`config.mk`:
```
export PLATFORM = sky130hd
export DESIGN_NAME = pipeline_hazard_ctrl
export DESIGN_NICKNAME = d
export VERILOG_FILES = /design/src/rtl/pipeline_hazard_ctrl_pkg.sv /design/src/rtl/pipeline_hazard_ctrl_load_use_detect.sv /design/src/rtl/pipeline_hazard_ctrl.sv
export SDC_FILE = /design/constraint.sdc
export NUM_CORES = 1
export LEC_CHECK = 0
export ABC_CLOCK_PERIOD_IN_PS = 2800
export BUFFER_PORTS_ARGS = -buffer_cell sky130_fd_sc_hd__buf_2
export CAP_MARGIN = 40
export CORE_UTILIZATION = 51
export DETAILED_ROUTE_END_ITERATION = 10
export PLACE_DENSITY = 0.79
export SLEW_MARGIN = 30
export SYNTH_ARGS = -nofsm -noshare
export SYNTH_HDL_FRONTEND = slang
export SYNTH_SLANG_ARGS = --single-unit
```
`constraint.sdc`:
```
create_clock -name clk -period 2.8 [get_ports clk]
set_clock_uncertainty 0.2 [all_clocks]
set_input_delay 0.28 -clock clk [delete_from_list [all_inputs] [get_ports clk]]
set_output_delay 0.28 -clock clk [all_outputs]
set_load 0.01 [all_outputs]
```
`src/rtl/pipeline_hazard_ctrl_pkg.sv`:
```
// Shared CPU constants for the pipeline hazard controller: FSM encoding and
// the default MEM-wait timeout.
package pipeline_hazard_ctrl_pkg;

   typedef enum logic [1:0] {
      StRun     = 2'd0,
      StMemWait = 2'd1,
      StHalt    = 2'd2
   } hazard_state_e;

   localparam int unsigned MemTimeoutDefault = 255;

endpackage

```
`src/rtl/pipeline_hazard_ctrl_load_use_detect.sv`:
```
// Combinational load-use detector: the ID instruction reads the register a
// load in EX is about to write.
module load_use_detect (
   input  logic       ex_mem_read_i,
   input  logic [4:0] ex_rt_i,
   input  logic [4:0] id_rs_i,
   input  logic [4:0] id_rt_i,
   input  logic       id_uses_rs_i,
   input  logic       id_uses_rt_i,
   output logic       load_use_o
);

   logic rs_hit;
   logic rt_hit;

   always_comb begin
      rs_hit     = id_uses_rs_i && (id_rs_i == ex_rt_i);
      rt_hit     = id_uses_rt_i && (id_rt_i == ex_rt_i);
      // r0 is hardwired to zero, so a load into it never creates a dependency
      load_use_o = ex_mem_read_i && (ex_rt_i != 5'd0) && (rs_hit || rt_hit);
   end

endmodule

```
`src/rtl/pipeline_hazard_ctrl.sv`:
```
// Pipeline hazard controller: MEM-wait freeze with timeout halt, branch/jump
// flushes and load-use stalls, plus a saturating stall-cycle counter.
module pipeline_hazard_ctrl
   import pipeline_hazard_ctrl_pkg::*;
#(
   parameter int unsigned MEM_TIMEOUT = MemTimeoutDefault
) (
   input  logic        clk,
   input  logic        reset,
   input  logic [4:0]  ID_rs,
   input  logic [4:0]  ID_rt,
   input  logic        ID_UsesRs,
   input  logic        ID_UsesRt,
   input  logic        ID_Jump,
   input  logic        EX_MemRead,
   input  logic [4:0]  EX_rt,
   input  logic        EX_BranchTaken,
   input  logic        MEM_Req,
   input  logic        MEM_Ready,
   output logic        PC_Write,
   output logic        IF_ID_Write,
   output logic        ID_EX_Write,
   output logic        EX_MEM_Write,
   output logic        IF_ID_Flush,
   output logic        ID_EX_Flush,
   output logic        MEM_WB_Flush,
   output logic        Halted,
   output logic [15:0] Stall_Cycles
);

   localparam logic [8:0] TimeoutLimit = 9'(MEM_TIMEOUT);

   hazard_state_e state_q;
   logic [7:0]    wait_cnt_q;
   logic [15:0]   stall_q;
   logic          load_use;
   logic          frozen;

   load_use_detect u_load_use_detect (
      .ex_mem_read_i (EX_MemRead),
      .ex_rt_i       (EX_rt),
      .id_rs_i       (ID_rs),
      .id_rt_i       (ID_rt),
      .id_uses_rs_i  (ID_UsesRs),
      .id_uses_rt_i  (ID_UsesRt),
      .load_use_o    (load_use)
   );

   always_comb begin
      frozen = (state_q == StHalt)
            || (state_q == StMemWait && !MEM_Ready)
            || (state_q == StRun && MEM_Req && !MEM_Ready);

      PC_Write     = 1'b1;
      IF_ID_Write  = 1'b1;
      ID_EX_Write  = 1'b1;
      EX_MEM_Write = 1'b1;
      IF_ID_Flush  = 1'b0;
      ID_EX_Flush  = 1'b0;
      MEM_WB_Flush = 1'b0;

      if (!reset) begin
         // Freeze suppresses front-end flushes; pending hazards are re-seen once released
         if (frozen) begin
            PC_Write     = 1'b0;
            IF_ID_Write  = 1'b0;
            ID_EX_Write  = 1'b0;
            EX_MEM_Write = 1'b0;
            MEM_WB_Flush = 1'b1;
         end else if (EX_BranchTaken) begin
            IF_ID_Flush = 1'b1;
            ID_EX_Flush = 1'b1;
         end else if (load_use) begin
            PC_Write    = 1'b0;
            IF_ID_Write = 1'b0;
            ID_EX_Flush = 1'b1;
         end else if (ID_Jump) begin
            IF_ID_Flush = 1'b1;
         end
      end
   end

   always_ff @(posedge clk) begin
      if (reset) begin
         state_q    <= StRun;
         wait_cnt_q <= 8'd0;
         stall_q    <= 16'd0;
      end else begin
         if (!PC_Write && stall_q != 16'hFFFF) begin
            stall_q <= stall_q + 16'd1;
         end
         unique case (state_q)
            StRun: begin
               if (MEM_Req && !MEM_Ready) begin
                  state_q    <= StMemWait;
                  wait_cnt_q <= 8'd0;
               end
            end
            StMemWait: begin
               if (MEM_Ready) begin
                  state_q <= StRun;
               end else begin
                  wait_cnt_q <= wait_cnt_q + 8'd1;
                  if ({1'b0, wait_cnt_q} + 9'd1 >= TimeoutLimit) begin
                     state_q <= StHalt;
                  end
               end
            end
            StHalt: begin
               state_q <= StHalt;
            end
            default: begin
               state_q <= StRun;
            end
         endcase
      end
   end

   assign Halted       = (state_q == StHalt);
   assign Stall_Cycles = stall_q;

endmodule

```
==> results of run 1 <==
## tightest hold or removal path: cells and delay by family
kind	cells	cell delay, ns
AOI/OAI and AO/OA	1	0.15
buffers and inverters	1	0.10
and+or+nand+nor	1	0.05
## layout by cell type (no fill, tap or decap), types with 3 or more instances in the layout
master	netlist	final
o41ai_1	6	6
ha_1	3	3
o311ai_0	3	3
buf_4	2	4
or4_1	7	7
inv_1	5	5
dfxtp_1	26	26
o21ai_0	6	6
xnor2_1	10	10
nand2b_1	3	3
nor2_1	18	18
nand4_1	4	4
o31ai_1	4	4
a21oi_1	15	15
nand3_1	9	9
clkbuf_4	0	3
buf_2	3	47
nand2_1	17	17
a311oi_1	4	4
## registers in the layout, summed over array words and instances (netlist names)
name,flops
wait_cnt_q,8
Stall_Cycles,16
state_q,2
## stage by stage
| stage | setup slack [ns] | utilization (%) |
|---|---|---|
| CTS | 0.2313 | 63.02 |
| floorplan | 0.7042 | - |
| detailed placement | 0.3654 | 61.49 |
| finish | 0.2289 | 63.02 |
| global route | 0.08736 | 63.02 |
| global placement | 0.4260 | 61.49 |
## cell usage after synthesis, types with 3 or more instances
cell	instances	share of area (%)
o41ai_1	6	3.3
nand4_1	4	1.6
dfxtp_1	26	32
nand2_1	17	4.0
nand3_1	9	2.8
o31ai_1	4	1.9
buf_2	3	0.93
nand2b_1	3	1.2
xnor2_1	10	5.4
a311oi_1	4	2.2
nor2_1	18	4.2
clkbuf_1	4	0.93
ha_1	3	2.3
a21oi_1	15	4.7
o311ai_0	3	1.6
o21ai_0	6	1.9
inv_1	5	1.2
or4_1	7	3.3
## power by group
group          total (mW)  leakage [nW]  internal, mW  switching, mW
sequential          0.378         0.210         0.374        0.00444
combinational       0.102         0.481        0.0447         0.0572
clock               0.192        0.0210        0.0795          0.112
total               0.672         0.712         0.498          0.174
## path summary, 6_finish.rpt
path / from / to / slack, ns / cells past startpoint
min reg2reg: wait_cnt_q[7] / wait_cnt_q[7] / 0.30 / 1
max: reset / PC_Write / 0.23 / 7
min: MEM_Ready / state_q[0] / 0.08 / 3
max reg2reg: Stall_Cycles[1] / Stall_Cycles[14] / 0.43 / 8
## area by class of cell
type / count / share of cell area (%)
multi-input combinational: 149 / 52.13
sequential: 26 / 27.28
timing repair buffer: 52 / 14.43
tap: 44 / 2.885
clock buffer: 4 / 1.902
inverter: 7 / 1.377
## kinds of logic (layout without fill, tap and decap cells)
| logic type | count (synthesis) | count (layout) | synth area share [%] |
|---|---|---|---|
| AO/OA/AOI/OAI | 55 | 55 | 24.96 |
| multiplexers | 2 | 2 | 1.866 |
| flip-flops | 26 | 26 | 32.35 |
| buffers and inverters | 18 | 63 | 5.831 |
| adder cells (fa/ha/maj) | 3 | 3 | 2.333 |
| XOR/XNOR | 10 | 10 | 5.443 |
| AND/OR/NAND/NOR | 79 | 79 | 27.22 |
## metal layers
metal  part of all wire [%]  wire length, um
met4                   0.74               26
met2                     50             1741
met3                    3.7              130
met1                     46             1609
met5                      0                0
==> results_dict.tcl, run 1 <==
set metrics [dict create \
    cts_tree "done" \
    yosysWarnings 0 \
    cp_common_cell "buf_2" \
    dpl_cell_area_um2 1862 \
    slowest_delay_ns 0.52 \
    die_x_um 58.17 \
    cts_buffer_depth 2 \
    status "completed" \
    pin_count 48 \
    clock_sinks 26 \
    min-delay-path-class "primary input to flip-flop" \
    insertion_delay_ns 0.32 \
    wirelength_mm 3.507 \
    grt_use_total_pct 22.53 \
    max_freq_ghz 0.3889 \
    final-setup-viol-count 0 \
    nFillCells 267 \
    met3_usage_pct 5.134 \
    cp_slowest_cell "dlygate4sd3_1" \
    arrival_ns 2.09 \
    finalCritPeriodShare_pct 91.82 \
    clk_pin_slew_ns 0.14 \
    final_area_um2 1908 \
    ir_drop_mv 0.1881 \
    regArea_um2 520.5 \
    overflow 0 \
    grt_pass1_wl_mm 6.113 \
    wl_per_cell_um 12.44 \
    worst_ep_required_time_ns 2.32 \
    grt_use_met2_pct 38.26 \
    synth-seq-cells 26 \
    ys_seq_area_share_pct 32.35 \
    tightest_slew_ns 0.5119 \
    start_util_pct 53.14 \
    finalNetCount 266 \
    busiest_layer "met2" \
    max_slew_margin_pct 65.80 \
    setup_tns_ns 0 \
    dr.pass1.iters 6 \
    drtIter0Drc 66 \
    cp_num_buf_inv 5 \
    grtUsageMet1_pct 29.04 \
    dieArea_um2 3384 \
    io_buffers 47 \
    core_um2 3028 \
    total_power_mw 0.6716 \
    antenna_found_initial 0 \
    cts_root_buffer "clkbuf_4" \
    crit_family "buffers and inverters" \
    grt_max_degree 23 \
    timing.final.max_slew_violations 0 \
    rows 20 \
    ant_nets 0 \
    routabilityCongestion 0.9122 \
    min_period_ns 2.571 \
    power.density_nw_per_um2 352.0 \
    grt_pass1_vias 1383 \
    htree_levels 1 \
    postCtsSetupBuffers 0 \
    synthToLayoutAreaGrowth_pct 18.58 \
    crit_chain "dlygate4sd3_1 > buf_2 > inv_1 > o21ai_1 > inv_2 > a21oi_4 > buf_2" \
    hold_viol 0 \
    dp.cells 277 \
    drv_cap 0 \
    viasPerCell 5.730 \
    critical_path_class "primary input to output port" \
    synth_edf_count 0 \
    rsz0062_at_grt "false" \
    cts_buffers 3 \
    setup.worst_path.end_class "output port" \
    multiInputGateArea_um2 994.7 \
    vias 1616 \
    drc 0 \
    p_leak_nw 0.7115 \
    synth_nets 220 \
    antenna_cells 0 \
    synth_cells 193 \
    syn_area_um2 1609 \
    fin_cells 282 \
    dp_hpwl_mm 2.598 \
    async_reset_ff_share_pct 0 \
    cts_hold_buf 1 \
    die_y_um 58.17 \
    whs_ns 0.08491 \
    cp_max_fo 22 \
    final_layout_size_suffix_gt1_share_pct 30.25 \
    synth.avg_cell_area_um2 8.337 \
    crit_path_start_kind "primary input" \
    synth_cell_types 49 \
    synth_ff_type "dfxtp_1" \
    cts_resized 0 \
]
Power figures use the tool's default switching activity.
==> inputs of run 2 (changes only) <==
--- a/config.mk
+++ b/config.mk
@@ -6,7 +6,7 @@
 export NUM_CORES = 1
 export LEC_CHECK = 0
 export ABC_CLOCK_PERIOD_IN_PS = 2800
-export BUFFER_PORTS_ARGS = -buffer_cell sky130_fd_sc_hd__buf_2
+export BUFFER_PORTS_ARGS = -buffer_cell sky130_fd_sc_hd__clkbuf_2
 export CAP_MARGIN = 40
 export CORE_UTILIZATION = 51
 export DETAILED_ROUTE_END_ITERATION = 10
==> run 2 against run 1 <==
- cell count stayed put
- clock power increased by 35%
- first-iteration DRC count up 30%
- largest cell class unchanged
- sequential share of layout area down 0.20 points
- design area increased by 0.72%
- critical endpoint unchanged
- global-route usage shrank 0.72 points
==> results_dict.tcl, run 2 (synthesized netlist as in run 1, its figures left out) <==
set metrics [dict create \
    die_y_um 58.17 \
    cts_root_buffer "clkbuf_4" \
    grt_pass1_wl_mm 5.837 \
    crit_family "compound AO/OA/AOI/OAI gates" \
    slowest_delay_ns 0.45 \
    cts_resized 0 \
    cp_slowest_cell "dfxtp_1" \
    overflow 0 \
    setup_ws_ns 0.3914 \
    cts_hold_buf 0 \
    tightest_slew_ns 0.4241 \
    grt_use_total_pct 21.81 \
    critical_path_class "flip-flop to output port" \
    ant_nets 0 \
    antenna_cells 0 \
    final_util_pct 63.47 \
    finalCritPeriodShare_pct 86.02 \
    routabilityCongestion 0.8790 \
    grt_pass1_vias 1338 \
    min_period_ns 2.409 \
    status "completed" \
    core_um2 3028 \
    wirelength_mm 3.519 \
    dp_hpwl_mm 2.648 \
    largest_register_ffs 16 \
    worst_ep_required_time_ns 2.32 \
    io_buffers 47 \
    max_slew_margin_pct 71.67 \
    pre_cts_slack_ns 0.4252 \
    final_common_cell "clkbuf_2" \
    grt_max_degree 25 \
    setup.worst_path.end_class "output port" \
    power.density_nw_per_um2 384.9 \
    wl_per_cell_um 12.48 \
    crit_chain "nand2b_1 > inv_2 > o21ai_1 > inv_2 > a21oi_4 > clkbuf_2" \
    clock_sinks 26 \
    final-setup-viol-count 0 \
    rows 20 \
    dieArea_um2 3384 \
    clk_pin_slew_ns 0.13 \
    htree_levels 1 \
    pin_count 48 \
    drc 0 \
    cts_buffer_depth 2 \
    viasPerCell 5.709 \
    cts_buffers 3 \
    vias 1610 \
    cp_max_fo 17 \
    total_power_mw 0.7396 \
    drtIter0Drc 86 \
    cp_common_cell "inv_2" \
    cp_num_buf_inv 3 \
    postCtsSetupBuffers 0 \
    insertion_delay_ns 0.33 \
    hold_viol 0 \
    timing.final.max_slew_violations 0 \
    p_leak_nw 0.7105 \
    cts_tree "done" \
    dr.pass1.iters 4 \
    min-delay-path-class "primary input to flip-flop" \
    arrival_ns 1.93 \
    final_layout_size_suffix_gt1_share_pct 30.67 \
    die_x_um 58.17 \
    max_freq_ghz 0.4152 \
    start_util_pct 53.14 \
    finalNetCount 266 \
    rsz0062_at_grt "false" \
    ir_drop_mv 0.3356 \
    setup_tns_ns 0 \
    synthToLayoutAreaGrowth_pct 19.44 \
    mostFrequentLayoutCells "clkbuf_2, dfxtp_1, nor2_1" \
    drv_cap 0 \
    crit_path_start_kind "flip-flop" \
    antenna_found_initial 0 \
]
-- run 2: metrics by stage --
| stage | instance area (um^2) | hold WS (ns) | cells |
|---|---|---|---|
| finish | 1922 | 0.08617 | 282 |
| global route | 1922 | 0.07742 | 282 |
| CTS | 1922 | 0.07650 | 282 |
| detailed placement | 1869 | 0.2717 | 278 |
| global placement | 1869 | 0.2677 | 278 |
| floorplan | 1609 | 0.2475 | 193 |
-- run 2: area by class of cell --
cell class	instances	area, um^2
Tap cell	44	55.05
Clock buffer	3	22.52
Inverter	7	26.28
Sequential cell	26	520.5
Timing Repair Buffer	52	272.8
Fill cell	269	1106
Multi-Input combinational cell	149	994.7
Clock inverter	1	30.03
-- run 2: path summary, 6_finish.rpt --
| kind | start | end | slack [ns] | depth (start not counted) |
|---|---|---|---|---|
| worst min-delay path | MEM_Ready | state_q[0] | 0.09 | 3 |
| worst min register to register | wait_cnt_q[6] | wait_cnt_q[6] | 0.29 | 1 |
| worst max register to register | Stall_Cycles[1] | Stall_Cycles[4] | 0.45 | 8 |
| worst max-delay path | state_q[0] | PC_Write | 0.39 | 6 |
-- run 2: power breakdown --
part | total, mW | switching, mW | leakage (nW) | internal (mW)
Combinational | 0.102 | 0.0574 | 0.473 | 0.0448
Clock | 0.259 | 0.114 | 0.0279 | 0.145
Sequential | 0.378 | 0.00465 | 0.210 | 0.374
Total | 0.740 | 0.176 | 0.711 | 0.563
-- run 2: tightest hold or removal path, cell delays in order --
cell      delay, ns
clkbuf_2       0.10
nor4b_1        0.05
o21a_1         0.15
-- run 2: layer usage --
metal	GRT usage, %	vias up	wire length (um)
met4	6.463	0	31
met3	4.241	4	120
met1	27.10	747	1581
met2	38.10	43	1786
met5	0	-	0
li1	-	816	-
